--- src/rtl/sdiv_fsm.sv ---
// -----------------------------------------------------------------------------
// sdiv_fsm
//
// Sequential signed divider. A 2*DATAWIDTH-bit two's-complement dividend is
// divided by a DATAWIDTH-bit two's-complement divisor with restoring
// division, one quotient bit per clock. The quotient is truncated toward
// zero, and the remainder takes the sign of the dividend. It is the
// companion of the sequential Booth multiplier in the PE datapath, and it
// rescales and normalises partial sums.
//
// Latency: a request accepted in IDLE produces done DATAWIDTH+3 cycles later,
// or 2 cycles later when the divisor is zero or the quotient obviously
// cannot fit (precheck).
//
// Ports
//   clk          in   1       rising-edge clock
//   rst          in   1       synchronous, active-high reset
//   en           in   1       start request, sampled only in IDLE
//   dividend     in   2*W     signed dividend, captured on the accepting edge
//   divisor      in   W       signed divisor, captured on the accepting edge
//   busy         out  1       high in every state except IDLE
//   done         out  1       one-cycle pulse, results valid from this cycle
//   quotient     out  W       signed quotient, held until the next done
//   remainder    out  W       signed remainder, held until the next done
//   div_by_zero  out  1       divisor was zero, held until the next done
//   overflow     out  1       quotient not representable in W bits
// -----------------------------------------------------------------------------
module sdiv_fsm #(
    parameter int DATAWIDTH = 8
) (
    input  logic                     clk,
    input  logic                     rst,
    input  logic                     en,
    input  logic [2*DATAWIDTH-1:0]   dividend,
    input  logic [DATAWIDTH-1:0]     divisor,
    output logic                     busy,
    output logic                     done,
    output logic [DATAWIDTH-1:0]     quotient,
    output logic [DATAWIDTH-1:0]     remainder,
    output logic                     div_by_zero,
    output logic                     overflow
);

    localparam int W     = DATAWIDTH;
    localparam int CNT_W = $clog2(W + 1);

    // Index of the final ITER cycle.
    localparam logic [CNT_W-1:0] LAST_ITER = CNT_W'(W - 1);

    // Magnitude of the most negative W-bit value (2^(W-1)). This is the
    // largest quotient magnitude allowed when the quotient is negative.
    localparam logic [W-1:0] NEG_LIMIT = {1'b1, {(W-1){1'b0}}};

    typedef enum logic [2:0] {
        IDLE,
        PREP,
        ITER,
        FIX,
        DONE
    } state_t;

    state_t state;
    state_t state_nx;

    // Operands and their signs, captured on the accepting edge.
    logic [2*W-1:0]   dvd_lat;
    logic [W-1:0]     dvs_lat;
    logic             dvd_neg;
    logic             dvs_neg;

    // Working registers for the restoring loop. The partial remainder is
    // conceptually W+1 bits wide. After every step it is strictly below
    // |divisor|, which is at most 2^(W-1), so its stored value always fits
    // in W bits. The extra bit appears only in the shifted trial value.
    logic [W-1:0]     dvs_mag;
    logic [W-1:0]     part_rem;
    logic [W-1:0]     part_quo;
    logic [CNT_W-1:0] iter_cnt;

    // ------------------------------------------------------------------
    // PREP: magnitudes and prechecks, formed from the latched operands
    // ------------------------------------------------------------------
    logic [2*W-1:0] dvd_mag;
    logic [W-1:0]   dvs_abs;
    logic           pre_zero;
    logic           pre_ovf;

    // Negation in the operand's own width maps the most negative value onto
    // itself. Read as unsigned, that is exactly its magnitude, 2^(n-1).
    assign dvd_mag  = dvd_neg ? -dvd_lat : dvd_lat;
    assign dvs_abs  = dvs_neg ? -dvs_lat : dvs_lat;
    assign pre_zero = (dvs_lat == '0);
    // The upper half of |dividend| must be below |divisor|. Otherwise the
    // unsigned quotient needs more than W bits.
    assign pre_ovf  = (dvd_mag[2*W-1:W] >= dvs_abs);

    // ------------------------------------------------------------------
    // ITER: one restoring step
    // ------------------------------------------------------------------
    logic [W:0]   shift_rem;
    logic [W+1:0] trial;
    logic         trial_ok;

    assign shift_rem = {part_rem, part_quo[W-1]};
    // One guard bit, so the sign of the trial subtraction is explicit.
    assign trial     = {1'b0, shift_rem} - {2'b00, dvs_mag};
    assign trial_ok  = ~trial[W+1];

    // ------------------------------------------------------------------
    // FIX: apply signs and check the final range
    // ------------------------------------------------------------------
    logic         quo_neg;
    logic         fix_ovf;
    logic [W-1:0] fix_quo;
    logic [W-1:0] fix_rem;

    assign quo_neg = dvd_neg ^ dvs_neg;
    // A positive quotient may reach 2^(W-1)-1, so the MSB must be clear.
    // A negative quotient may reach -2^(W-1).
    assign fix_ovf = quo_neg ? (part_quo > NEG_LIMIT) : part_quo[W-1];
    assign fix_quo = quo_neg ? -part_quo : part_quo;
    // The remainder follows the dividend's sign. Negating zero gives zero.
    assign fix_rem = dvd_neg ? -part_rem : part_rem;

    // ------------------------------------------------------------------
    // State register
    // ------------------------------------------------------------------
    // NOTE: sequential state uses non-blocking (<=) assignments, so every
    // flop samples the pre-edge values. Blocking assignments here would
    // make the result depend on statement order.
    always_ff @(posedge clk) begin
        // NOTE: reset is synchronous. It is sampled only on a rising clock
        // edge, and it takes priority over any start request on that edge.
        if (rst) begin
            state <= IDLE;
        end else begin
            state <= state_nx;
        end
    end

    // ------------------------------------------------------------------
    // Next state and status outputs
    // ------------------------------------------------------------------
    // NOTE: every output of this block gets a default first. A path that
    // leaves a variable unassigned would infer a latch.
    always_comb begin
        state_nx = state;
        busy     = 1'b1;
        done     = 1'b0;

        case (state)
            IDLE: begin
                busy = 1'b0;
                if (en) begin
                    state_nx = PREP;
                end
            end
            PREP: begin
                if (pre_zero || pre_ovf) begin
                    state_nx = DONE;
                end else begin
                    state_nx = ITER;
                end
            end
            ITER: begin
                if (iter_cnt == LAST_ITER) begin
                    state_nx = FIX;
                end
            end
            FIX: begin
                state_nx = DONE;
            end
            DONE: begin
                done     = 1'b1;
                state_nx = IDLE;
            end
            default: begin
                busy     = 1'b0;
                state_nx = IDLE;
            end
        endcase
    end

    // ------------------------------------------------------------------
    // Datapath and result registers
    // ------------------------------------------------------------------
    always_ff @(posedge clk) begin
        if (rst) begin
            dvd_lat     <= '0;
            dvs_lat     <= '0;
            dvd_neg     <= 1'b0;
            dvs_neg     <= 1'b0;
            dvs_mag     <= '0;
            part_rem    <= '0;
            part_quo    <= '0;
            iter_cnt    <= '0;
            quotient    <= '0;
            remainder   <= '0;
            div_by_zero <= 1'b0;
            overflow    <= 1'b0;
        end else begin
            case (state)
                IDLE: begin
                    if (en) begin
                        dvd_lat <= dividend;
                        dvs_lat <= divisor;
                        dvd_neg <= dividend[2*W-1];
                        dvs_neg <= divisor[W-1];
                    end
                end
                PREP: begin
                    dvs_mag  <= dvs_abs;
                    part_rem <= dvd_mag[2*W-1:W];
                    part_quo <= dvd_mag[W-1:0];
                    iter_cnt <= '0;
                    // Results change only on the edge that enters DONE.
                    // From PREP that happens only on the error paths.
                    if (pre_zero) begin
                        quotient    <= '0;
                        remainder   <= '0;
                        div_by_zero <= 1'b1;
                        overflow    <= 1'b0;
                    end else if (pre_ovf) begin
                        quotient    <= '0;
                        remainder   <= '0;
                        div_by_zero <= 1'b0;
                        overflow    <= 1'b1;
                    end
                end
                ITER: begin
                    // Shift {R,Q} left. Keep R-|divisor| when it is not
                    // negative, and shift the matching quotient bit into Q.
                    part_rem <= trial_ok ? trial[W-1:0] : shift_rem[W-1:0];
                    part_quo <= {part_quo[W-2:0], trial_ok};
                    iter_cnt <= iter_cnt + 1'b1;
                end
                FIX: begin
                    div_by_zero <= 1'b0;
                    overflow    <= fix_ovf;
                    if (fix_ovf) begin
                        quotient  <= '0;
                        remainder <= '0;
                    end else begin
                        quotient  <= fix_quo;
                        remainder <= fix_rem;
                    end
                end
                default: begin
                    // DONE: results already registered, nothing to update.
                end
            endcase
        end
    end

endmodule

--- config.mk ---
export PLATFORM = sky130hd
export DESIGN_NAME = sdiv_fsm
export DESIGN_NICKNAME = d
export VERILOG_FILES = /design/src/rtl/sdiv_fsm.sv
export SDC_FILE = /design/constraint.sdc
export NUM_CORES = 1
export LEC_CHECK = 0
export ABC_AREA = 1
export BUFFER_PORTS_ARGS = -buffer_cell sky130_fd_sc_hd__buf_2
export CELL_PAD_IN_SITES_DETAIL_PLACEMENT = 0
export CELL_PAD_IN_SITES_GLOBAL_PLACEMENT = 2
export CORE_MARGIN = 1.5
export CORE_UTILIZATION = 25
export CTS_CLUSTER_DIAMETER = 80
export CTS_CLUSTER_SIZE = 12
export DETAILED_ROUTE_END_ITERATION = 12
export GPL_ROUTABILITY_DRIVEN = 1
export PLACE_DENSITY = 0.7
export RECOVER_POWER = 50
export SLEW_MARGIN = 10
export SYNTH_ARGS = -nofsm -noshare
export SYNTH_HDL_FRONTEND = slang
export SYNTH_SLANG_ARGS = --single-unit
--- constraint.sdc ---
create_clock -name clk -period 2.8 [get_ports clk]
set_clock_uncertainty 0.2 [all_clocks]
set_input_delay 0.56 -clock clk [delete_from_list [all_inputs] [get_ports clk]]
set_output_delay 0.56 -clock clk [all_outputs]
set_load 0.01 [all_outputs]
==> flow_summary_export.csv, run 1 <==
group,metric,value,unit
floorplan,dieWidth,136,um
place,globalplace.congestion,0.807,
finish,num-nets-final,764,
synthesis,yosysTopAreaCell,"dfxtp_1",
pwr,p_per_area,1070,mW/mm^2
clocking,cts_root_buffer,"clkbuf_16",
synthesis,synth_top_area_share,32.8,%
global_routing,grt_usage,15.1,%
global_routing,overflow,0,
timing,finalCriticalPeriod,2.62,ns
synthesis,synth.avg_cell_area,6.69,um^2
drt,drcViolationCount,0,
global_routing,antenna_found_initial,0,
drt,postRouteAntennaNets,0,
timing,tightest_slew,1.10,ns
global_routing,grt_max_degree,49,
drt,route.vias.total,4339,
drt,drt_iter0_markers,171,
place,port_buffers,46,
setup_path,crit_fanout,6,
pwr,finalPower,5.81,mW
timing,layout_setup_ws,0.182,ns
clocking,cts.path.max_buffers,2,
timing,hold_ws,0.258,ns
timing,hold_viol,0,
status,status,"finished, final reports clean",
drt,wirelength,13700,um
floorplan,io_pins,47,
place,preCtsSetupSlack,0.0446,ns
clocking,hold_buffers,0,
synthesis,syn_inst,666,
clocking,htree_levels,3,
finish,drive_gt1_share,17.5,%
pwr,ir_worst_vdd,0.457,mV
global_routing,grt_first_pass_wirelength,21600,um
timing,setup_violations,0,
synthesis,ys_types,40,
timing,tns,0,ns
synthesis,syn_nets,715,
synthesis,async_flop_share,0,%
finish,syn_to_final_growth,21.8,%
drt,drtPass1Iterations,5,
timing,fin_crit_sh,93.5,%
floorplan,initial_core_util,25.7,%
synthesis,ys_seq_area_share,32.8,%
flow_run,cap_violations,0,
clocking,cts_num_sinks,73,
finish,fin_util,31.3,%
clocking,cts_tree,"built",
setup_path,worst_setup_path_end_kind,"flip-flop",
global_routing,grt_pass1_vias,4139,
finish,n_fill_cell,1921,
setup_path,startpoint_type,"flip-flop",
drt,drt-wirelength-per-cell,14.5,um
synthesis,synth_edf_count,0,
clocking,clk_pin_slew_worst_paths,0.06,ns
timing,maxSlewViolCount,0,
synthesis,yosys_warnings,0,
floorplan,die_h,136,um
timing,relSlewSlack,26.4,%
worst_hold_path,hold_path.class,"reg2reg",
setup_path,worstPathArrival,2.70,ns
finish,antennaDiodeCount,0,
floorplan,die_area,0.0186,mm^2
synthesis,synth_ff_type,"dfxtp_1",
clocking,cts_buffers,9,
synthesis,ys_ff_latch,73,
clocking,clk_latency,0.35,ns
setup_path,path_class,"reg2reg",
timing,max_freq,0.382,GHz
floorplan,core,0.0174,mm^2
pwr,p_leak,2.34,nW
synthesis,synth_area,0.00445,mm^2
floorplan,row_count,48,
setup_path,worstPathRequired,2.88,ns
drt,via_per_inst,4.59,
synthesis,synth_area_leaders,"dfxtp_1, nand2_1, inv_1",
place,hpwl,10000,um
## cell families after synthesis
group / share of synthesized area [%]
adders and majority gates: 6.35
xor gates and xnor gates: 1.57
buffers and inverters: 10.7
and+or+nand+nor: 30.3
AOI/OAI and AO/OA: 18.3
DFF: 32.8
## per-stage QoR
stage | cells | area (um^2)
3_5_place_dp | 925 | 4940
3_3_place_gp | 925 | 4940
2_1_floorplan | 666 | 4450
6_report | 945 | 5420
5_1_grt | 945 | 5420
4_1_cts | 941 | 5270
## cells in the mapped netlist (2+ instances only)
| cell | instances |
|---|---|
| a21boi_0 | 2 |
| a21oi_1 | 57 |
| a21oi_2 | 9 |
| a31oi_1 | 6 |
| and2_1 | 2 |
| buf_2 | 2 |
| buf_6 | 3 |
| clkbuf_1 | 20 |
| dfxtp_1 | 73 |
| ha_1 | 21 |
| inv_1 | 82 |
| inv_2 | 10 |
| nand2_1 | 159 |
| nand2_4 | 2 |
| nand3_1 | 56 |
| nand3_2 | 10 |
| nand3b_1 | 5 |
| nand4_1 | 3 |
| nor2_1 | 43 |
| nor2_2 | 4 |
| nor3_1 | 7 |
| o211ai_1 | 4 |
| o21ai_0 | 59 |
| o21ai_1 | 3 |
| o22ai_1 | 2 |
| or2_2 | 2 |
| xor2_1 | 7 |
## final timing paths
path | cells past startpoint | start | slack [ns] | to
max reg2reg | 16 | dvd_lat[4] | 0.18 | quotient[0]
max | 16 | dvd_lat[4] | 0.18 | quotient[0]
min reg2reg | 2 | remainder[7] | 0.26 | remainder[7]
min | 2 | remainder[7] | 0.26 | remainder[7]
## sequential cells by signal, indices dropped and copies added (netlist names)
register / cells
div_by_zero: 1
dvd_lat: 16
dvs_lat: 8
dvs_mag: 8
iter_cnt: 4
overflow: 1
part_quo: 8
part_rem: 8
quotient: 8
remainder: 8
state: 3
## where the power goes
group	internal [mW]	switching [mW]	leakage, nW
clock network	0.826	0.469	0.162
registers	1.23	0.190	0.597
logic	1.04	2.05	1.59
## placed cells by master (no fill, tap or decap), types with 3 or more instances in the layout
master     Yosys  layout
clkbuf_16      0       9
nor3_1         7       6
a21oi_1       57      55
ha_1          21      19
a21oi_2        9      11
nand3_1       56      52
buf_4          1      11
nand2_1      159     153
nand3_4        1       3
clkbuf_1      20      20
o21ai_1        3       5
nand2_4        2       4
nand3b_1       5       5
o211ai_1       4       4
clkinv_2       1       3
dfxtp_1       73      71
inv_2         10      12
a31oi_1        6       6
nor2_1        43      43
nand3_2       10      12
o21ai_0       59      56
nand4_1        3       3
inv_1         82      80
nand2_2        1       7
buf_2          2      28
xor2_1         7       5
## area by class of cell
cell class,count,area (um^2),share of cell area (%)
well taps,225,282,5.19
clock buffers,11,253,4.66
multi-input cells,477,2680,49.5
clock inverters,5,77.6,1.43
inverters,93,350,6.46
repair buffers,61,314,5.79
flip-flops and latches,73,1460,27.0
## critical path, cell delays in order, from the launching register on
cell and delay [ns]:
dfxtp_1 0.33, inv_1 0.10, nand2_1 0.11, nor2_4 0.15, buf_4 0.14, nand2_1 0.06, nand2_1 0.06, nand2_1 0.05
nand2_1 0.15, ha_4 0.23, a21oi_2 0.15, o21ai_1 0.08, nor2_2 0.17, nand3_4 0.21, nand2_4 0.17, nand2_1 0.08
a21oi_2 0.11
## repair_timing
item	in CTS	in global routing
resized for setup	0	37
setup endpoints to repair	0	19
setup buffers	0	1
## routing by layer
layer,wire [um],vias to the layer above,GRT usage [%]
li1,-,2272,-
met5,0,-,0
met4,231,0,4.20
met1,6750,1980,19.7
met3,450,15,3.62
met2,6270,72,24.8
No activity file was read; power rests on OpenSTA's default activity.
==> run 2, diff against run 1 <==
SKIP_LAST_GASP = 1   (was unset)
clock period = 2.7 ns   (was 2.8 ns; I/O delays follow)
==> run 2 against run 1 <==
- clock power fell by 14%
- die area unchanged
- clock-buffer cell count is 1 higher
- routed wire length decreased by 1.0%
- global-route usage fell by 0.14 points
==> flow_summary_export.csv, run 2 (synthesized netlist as in run 1, its figures left out) <==
group,metric,value,unit
status,status,"finished, final reports clean",
drt,drt_iter0_markers,188,
drt,drtPass1Iterations,5,
timing,maxSlewViolCount,0,
timing,hold_viol,0,
global_routing,grt_first_pass_wirelength,21300,um
setup_path,worst_setup_path_end_kind,"flip-flop",
clocking,clk_pin_slew_worst_paths,0.06,ns
clocking,hold_buffers,0,
timing,rsz0062_at_grt,"true",
finish,num-nets-final,772,
clocking,cts_num_sinks,73,
global_routing,grt_pass1_vias,4111,
worst_hold_path,hold_path.class,"reg2reg",
floorplan,dieWidth,136,um
place,globalplace.congestion,0.801,
timing,max_freq,0.373,GHz
place,dpl_cell_area,0.00499,mm^2
finish,regArea,0.00147,mm^2
floorplan,initial_core_util,25.7,%
setup_path,worstPathRequired,2.73,ns
setup_path,path_class,"reg2reg",
finish,multi_input_area,0.00273,mm^2
setup_path,startpoint_type,"flip-flop",
pwr,finalPower,5.89,mW
timing,fin_crit_sh,99.2,%
global_routing,grt_usage,15.0,%
timing,tightest_slew,1.04,ns
timing,relSlewSlack,30.8,%
timing,setup_violations,0,
floorplan,core,0.0174,mm^2
drt,drcViolationCount,0,
floorplan,die_h,136,um
setup_path,crit_fanout,4,
flow_run,cap_violations,0,
pwr,p_leak,2.36,nW
clocking,cts.path.max_buffers,2,
pwr,ir_worst_vdd,0.364,mV
clocking,cts_root_buffer,"clkbuf_16",
finish,top_register,"dvd_lat",
place,dp_cells,931,
clocking,cts_buffers,9,
finish,largest_reg_flops,16,
setup_path,worstPathArrival,2.71,ns
finish,drive_gt1_share,19.4,%
timing,hold_ws,0.261,ns
timing,tns,0,ns
drt,wirelength,13600,um
floorplan,row_count,48,
finish,final_cell_area,0.00548,mm^2
finish,final_cell_mix,"nand2_1, inv_1, dfxtp_1",
finish,mostFrequentLayoutCell,"nand2_1",
place,port_buffers,46,
drt,postRouteAntennaNets,0,
global_routing,overflow,0,
global_routing,antenna_found_initial,0,
global_routing,grt_max_degree,49,
clocking,cts_tree,"built",
clocking,clk_latency,0.34,ns
floorplan,die_area,0.0186,mm^2
timing,finalCriticalPeriod,2.68,ns
finish,instances_no_fill,952,
finish,n_fill_cell,1959,
drt,via_per_inst,4.56,
floorplan,io_pins,47,
drt,drt-wirelength-per-cell,14.2,um
finish,syn_to_final_growth,23.0,%
place,hpwl,9920,um
finish,antennaDiodeCount,0,
clocking,htree_levels,3,
pwr,p_per_area,1080,mW/mm^2
drt,route.vias.total,4338,
## run 2: final cells by class
cell class | instances | share of cell area, %
tap | 225 | 5.14
clock buffer | 12 | 4.50
inverter | 93 | 6.44
timing repair buffer | 70 | 7.10
multi-input combinational | 476 | 49.8
sequential | 73 | 26.7
clock inverter | 3 | 0.320
## run 2: per-layer routing
metal | track usage, % | up-vias | wire length (um)
met1 | 19.8 | 1975 | 6730
met2 | 24.2 | 60 | 6190
met4 | 5.08 | 0 | 196
li1 | - | 2291 | -
met5 | 0 | - | 0
met3 | 3.09 | 12 | 439
## run 2: path summary, 6_finish.rpt
| check | slack, ns | end | cells after the start | start |
|---|---|---|---|---|
| hold / removal | 0.26 | div_by_zero | 2 | div_by_zero |
| hold reg to reg | 0.26 | div_by_zero | 2 | div_by_zero |
| setup / recovery | 0.02 | overflow | 14 | dvs_lat[0] |
| setup reg to reg | 0.02 | overflow | 14 | dvs_lat[0] |
## run 2: critical path: stages, from the launching register on
cell     delay [ns]
dfxtp_2        0.35
inv_1          0.11
ha_4           0.16
nand3_4        0.09
o21ai_2        0.15
xor2_1         0.22
inv_1          0.10
ha_1           0.27
nand2_1        0.09
o21ai_1        0.07
nor2_2         0.17
nand3_4        0.21
buf_6          0.19
a21oi_1        0.12
nor2_1         0.06
## run 2: per-stage QoR
stage | setup slack, ns | utilization [%]
2_1_floorplan | 0.142 | -
3_3_place_gp | 0.0347 | 28.7
3_5_place_dp | -0.0138 | 28.7
4_1_cts | 0.00918 | 30.3
5_1_grt | -0.115 | 31.6
6_report | 0.0208 | 31.6
## run 2: where the power goes
part           total, mW  switching (mW)  internal (mW)
Clock               1.11           0.470          0.640
Sequential          1.48           0.199           1.28
Combinational       3.30            2.15           1.15
## run 2: what timing repair did
item	4_1_cts	5_1_grt
pin swaps	0	15
cloned	0	2
buffers inserted	0	4
setup endpoints to repair	17	21
resized for setup	2	52
